File: src/rtl/proc_io_hub.sv
// proc_io_hub
// I/O hub between a soft processor's single-port I/O bus and NUM_CH external
// channels.
//
// Input side: every channel feeds a FIFO_DEPTH-entry FIFO. The processor reads
// one FIFO per cycle through a one-hot req_in. The head word appears on io_in
// combinationally, and the FIFO pops on the same clock edge.
//
// Output side: every channel has a holding register. A processor write loads it
// from io_out, and several channels may be written at once (broadcast).
//
// Sticky flags record reads of an empty FIFO (underflow) and writes that
// overwrite an unconsumed word (overrun).
//
// Ports
//   clk          clock, all state on rising edge
//   rst_geral_n  synchronous active-low reset
//   in_data      NUM_CH packed input words, channel i at [i*DATA_W +: DATA_W]
//   in_valid     producer has a word on channel i
//   in_ready     FIFO i can accept a word (low while in reset)
//   req_in       processor read request, one-hot
//   io_in        word returned to the processor (0 on an invalid read)
//   io_out       word written by the processor
//   out_en       processor write enables (broadcast allowed)
//   out_data     NUM_CH packed registered output words
//   out_valid    out_data channel i holds an unconsumed word
//   out_ready    consumer accepts out_data channel i
//   underflow    sticky: read of an empty FIFO
//   overrun      sticky: write over an unconsumed output word
//   status_clr   clears all sticky flags (a same-edge set wins)
module proc_io_hub #(
    parameter int NUM_CH     = 3,
    parameter int DATA_W     = 32,
    parameter int FIFO_DEPTH = 4
) (
    input  logic                     clk,
    input  logic                     rst_geral_n,
    input  logic [NUM_CH*DATA_W-1:0] in_data,
    input  logic [NUM_CH-1:0]        in_valid,
    output logic [NUM_CH-1:0]        in_ready,
    input  logic [NUM_CH-1:0]        req_in,
    output logic signed [DATA_W-1:0] io_in,
    input  logic signed [DATA_W-1:0] io_out,
    input  logic [NUM_CH-1:0]        out_en,
    output logic [NUM_CH*DATA_W-1:0] out_data,
    output logic [NUM_CH-1:0]        out_valid,
    input  logic [NUM_CH-1:0]        out_ready,
    output logic [NUM_CH-1:0]        underflow,
    output logic [NUM_CH-1:0]        overrun,
    input  logic                     status_clr
);

    localparam int AW = $clog2(FIFO_DEPTH);
    localparam int CW = AW + 1;
    localparam logic [CW-1:0] FULL = CW'(FIFO_DEPTH);

    logic signed [DATA_W-1:0] fifo_mem [NUM_CH][FIFO_DEPTH];
    logic [AW-1:0]            wr_ptr   [NUM_CH];
    logic [AW-1:0]            rd_ptr   [NUM_CH];
    logic [CW-1:0]            count    [NUM_CH];
    logic signed [DATA_W-1:0] out_reg  [NUM_CH];

    logic [NUM_CH-1:0] req_ok;
    logic [NUM_CH-1:0] not_empty;
    logic [NUM_CH-1:0] push;
    logic [NUM_CH-1:0] pop;
    logic [NUM_CH-1:0] under_set;
    logic [NUM_CH-1:0] over_set;

    // Handshake and read decode. in_ready depends only on the registered count,
    // so a pop in this cycle does not free a slot until the next one.
    always_comb begin
        req_ok    = $onehot(req_in) ? req_in : '0;
        not_empty = '0;
        in_ready  = '0;
        push      = '0;
        pop       = '0;
        under_set = '0;
        over_set  = '0;
        for (int i = 0; i < NUM_CH; i++) begin
            not_empty[i] = (count[i] != '0);
            in_ready[i]  = (count[i] != FULL) & rst_geral_n;
            push[i]      = in_valid[i] & in_ready[i];
            // A read only succeeds on a FIFO that is already non-empty.
            // A push landing on the same edge is not forwarded.
            pop[i]       = req_ok[i] & not_empty[i];
            under_set[i] = req_ok[i] & ~not_empty[i];
            over_set[i]  = out_en[i] & out_valid[i] & ~out_ready[i];
        end
    end

    // Processor read port: head of the selected FIFO, or 0 on an invalid read.
    always_comb begin
        io_in = '0;
        for (int i = 0; i < NUM_CH; i++) begin
            if (pop[i]) begin
                io_in = fifo_mem[i][rd_ptr[i]];
            end
        end
    end

    always_comb begin
        out_data = '0;
        for (int i = 0; i < NUM_CH; i++) begin
            out_data[i*DATA_W +: DATA_W] = out_reg[i];
        end
    end

    // FIFO storage. It needs no reset because the pointers and counts define
    // which entries are live.
    always_ff @(posedge clk) begin
        for (int i = 0; i < NUM_CH; i++) begin
            if (push[i]) begin
                fifo_mem[i][wr_ptr[i]] <= in_data[i*DATA_W +: DATA_W];
            end
        end
    end

    // FIFO control, output registers and sticky flags.
    always_ff @(posedge clk) begin
        if (!rst_geral_n) begin
            for (int i = 0; i < NUM_CH; i++) begin
                wr_ptr[i]  <= '0;
                rd_ptr[i]  <= '0;
                count[i]   <= '0;
                out_reg[i] <= '0;
            end
            out_valid <= '0;
            underflow <= '0;
            overrun   <= '0;
        end else begin
            for (int i = 0; i < NUM_CH; i++) begin
                if (push[i]) begin
                    wr_ptr[i] <= wr_ptr[i] + AW'(1);
                end
                if (pop[i]) begin
                    rd_ptr[i] <= rd_ptr[i] + AW'(1);
                end
                count[i] <= count[i] + CW'(push[i]) - CW'(pop[i]);
                if (out_en[i]) begin
                    out_reg[i] <= io_out;
                end
            end
            // A write keeps the channel valid even while the old word is consumed.
            out_valid <= out_en | (out_valid & ~out_ready);
            underflow <= under_set | (underflow & ~{NUM_CH{status_clr}});
            overrun   <= over_set  | (overrun   & ~{NUM_CH{status_clr}});
        end
    end

endmodule
File: config.mk
export PLATFORM = sky130hd
export DESIGN_NAME = proc_io_hub
export DESIGN_NICKNAME = d
export VERILOG_FILES = /design/src/rtl/proc_io_hub.sv
export SDC_FILE = /design/constraint.sdc
export NUM_CORES = 1
export LEC_CHECK = 0
export ABC_AREA = 0
export ABC_CLOCK_PERIOD_IN_PS = 4700
export CORE_MARGIN = 4
export CORE_UTILIZATION = 50
export DETAILED_ROUTE_END_ITERATION = 6
export PLACE_DENSITY = 0.76
export SETUP_SLACK_MARGIN = 0.3
export SLEW_MARGIN = 0
export SYNTH_ARGS = -nofsm -noshare
export SYNTH_HDL_FRONTEND = slang
export SYNTH_SLANG_ARGS = --single-unit
File: constraint.sdc
create_clock -name clk -period 4.7 [get_ports clk]
set_input_delay 0.94 -clock clk [delete_from_list [all_inputs] [get_ports clk]]
set_output_delay 0.94 -clock clk [all_outputs]
set_load 0.005 [all_outputs]
==> flow_summary_export.csv <==
group,metric,value,unit
floorplan,rows,71,
setup_path,crit_top_cell,"clkdlybuf4s50_1",
setup_path,crit_slowest_cell,"clkdlybuf4s50_1",
routing,dr.first_iter.drc_count,763,
final_layout,finalNetCount,1411,
setup_path,crit_chain,"clkdlybuf4s50_1, inv_1, fa_2, nand2b_4, a2111oi_4, buf_6, clkbuf_16, a22oi_1, o21ai_1, clkdlybuf4s50_1",
final_layout,area_growth,28.5,%
global_route,grt_pass1_wl,65100,µm
final_layout,layout_commonest_cell,"edfxtp_1",
cts,numCtsBuffers,50,
floorplan,dieArea,0.0417,mm²
sta,max_freq,220,MHz
cts,clk_latency,580,ps
cts,holdBufCountCts,0,
routing,routed-wl-met3,4400,µm
final_layout,drive_gt1_share,17.1,%
routing,drt_wl_total,44900,µm
place,dp_hpwl,29900,µm
routing,met1_length,16100,µm
global_route,track_usage,21.3,%
sta,setup_ws,158,ps
pwr,leakage,8.50,nW
final_layout,largest_reg_flops,384,
pwr,total_power,11.1,mW
yosys,synth_cells,917,
yosys,synth-compound-area-share,3.01,%
floorplan,fp.dieH,204,µm
setup_path,slowest_delay,520,ps
final_layout,n_fill_cell,2535,
sta,fin_tns_setup,0,ps
routing,drt-vias-per-instance,5.50,
pwr,power_density,449,mW/mm²
floorplan,coreArea,0.0378,mm²
yosys,synthXorXnorAreaFrac,0.410,%
final_layout,layout_common_cells,"edfxtp_1 (492), clkdlybuf4s50_1 (263), mux4_2 (96), clkbuf_16 (56), and2_1 (52)",
routing,drtPass1Iterations,5,
setup_path,path_class,"primary input to primary output",
final_layout,fin_area,0.0247,mm²
place,placed_cell_area,0.0228,mm²
yosys,synthAdderAreaFrac,1.46,%
yosys,synth_mux_area_share,11.2,%
cts,clockRootBuffer,"clkbuf_16",
outcome,status,"finished, final reports clean",
routing,dr_total_vias,9891,
final_layout,multi_input_area,0.00385,mm²
place,place_inst,1699,
yosys,synth_nets,1080,
cts,cts_tree,"yes",
global_route,grt_pass1_vias,10100,
yosys,avgSynthCellArea,21.0,µm²
floorplan,die_w,204,µm
min_path,hp-class,"flip-flop to flip-flop",
setup_path,crit_fanout,14,
sta,post-route-period-util,96.6,%
routing,top_layer,"met5",
global_route,antenna_found_initial,7,
yosys,yosys_warnings,0,
floorplan,initial_utilization,50.8,%
setup_path,cp_num_buf_inv,5,
final_layout,postLayoutCoreUtil,65.3,%
yosys,synth-simple-area-share,3.79,%
routing,wl_met2,22500,µm
final_layout,stdcell_count,1800,
sta,hold_violations,0,
global_route,grt_max_degree,36,
place,place_ws,63.6,ps
pwr,vdd_ir_drop_max,358,µV
setup_path,required,3760,ps
final_layout,regArea,0.0151,mm²
cts,clk_pin_slew_worst_paths,60,ps
sta,fin_skew,10.3,ps
sta,worst-slew-pin-transition,1090,ps
sta,setup_viol,0,
setup_path,arrival,3600,ps
sta,finalCriticalPeriod,4540,ps
place,globalplace.congestion,0.835,
setup_path,end_kind,"primary output",
routing,wire_per_inst,24.9,µm
cts,cts_buffer_depth,3,
setup_path,cp-start-kind,"primary input",
global_route,gr-total-overflow,0,
sta,rsz0062_at_grt,"true",
yosys,ys_seq_area_share,78.7,%
sta,holdWs,579,ps
setup_path,critPathTopFamily,"buffers and inverters",
routing,route.antenna.remaining_nets,0,
cts,htreeDepth,2,
sta,slew_violations,0,
yosys,ys_seq_elements,510,
cts,cts_sinks,510,
job,maxCapViolations,0,
yosys,syn-cell-area,0.0192,mm²
routing,route.detailed.drc,0,
floorplan,io_pins,283,
yosys,synth_top_family_by_area,"multiplexers",
place,io_buffers,282,
yosys,synth.distinct_cells,33,
sta,slew_headroom,27.1,%
Yosys cell counts:
cell type	count	area, µm²
and2_1	52	325
nor4_1	2	12.5
a21o_1	1	7.51
nand2_1	35	131
nand2b_1	9	56.3
a21oi_2	1	8.76
fa_1	4	80.1
o21a_1	5	37.5
inv_1	18	67.6
clkbuf_1	26	97.6
a22oi_1	32	240
buf_6	3	33.8
o311a_1	3	30.0
dfxtp_1	18	360
or2_2	1	6.26
nor2_1	13	48.8
o22ai_1	1	6.26
a21boi_0	1	7.51
a2111oi_4	1	27.5
mux4_2	96	2160
buf_2	15	75.1
nand3b_1	3	22.5
nor3_1	3	15.0
edfxtp_1	492	14800
o21ai_1	30	150
o31ai_1	1	7.51
o31a_1	3	26.3
nor2b_1	16	100
ha_1	16	200
o21ai_0	3	15.0
a21oi_1	3	15.0
xnor2_1	9	78.8
or3_4	1	11.3
worst min-delay path, cell delays in order (launching register included):
cell and delay, ps:
dfxtp_1 320, nor2b_1 130, o21a_1 100
metal layers:
| metal | vias to the layer above | global-route usage, % |
|---|---|---|
| li1 | 4362 | - |
| met1 | 4967 | 26.0 |
| met2 | 461 | 36.0 |
| met3 | 89 | 6.22 |
| met4 | 12 | 8.54 |
| met5 | - | 0 |
repair_timing:
item                                    in CTS  in global routing
endpoints found under the hold margin        0                  0
gates resized for setup                      0                 25
endpoints found under the setup margin      32                 32
gates cloned                                 0                  2
pin swaps                                    1                  6
setup buffers                                3                  3
cells by family after synthesis:
kind of cell,Yosys count
buf+inv,62
flops,510
mux,96
xor+xnor,9
fa+ha+maj,20
compound gates,85
simple gates,135
area by class of cell:
type                            instances  share of cell area, %
Antenna cell                            1                 0.0101
Clock buffer                           66                   5.69
Clock inverter                         26                   1.22
Inverter                               18                  0.273
Multi-Input combinational cell        345                   15.6
Sequential cell                       510                   61.2
Tap cell                              511                   2.59
Timing Repair Buffer                  323                   13.4
worst paths after layout:
check / from / endpoint / slack [ps] / depth (start not counted)
hold / removal: underflow[0] / underflow[0] / 580 / 2
setup / recovery: req_in[2] / io_in[3] / 160 / 10
hold reg to reg: underflow[0] / underflow[0] / 580 / 2
setup reg to reg: count[0][1] / count[0][2] / 2210 / 10
power breakdown:
group	leakage [nW]	internal [mW]	switching, mW
sequential	4.78	5.38	0.123
clock	0.845	2.49	1.61
combinational	2.88	0.749	0.740
No activity file was read; power rests on OpenSTA's default activity.
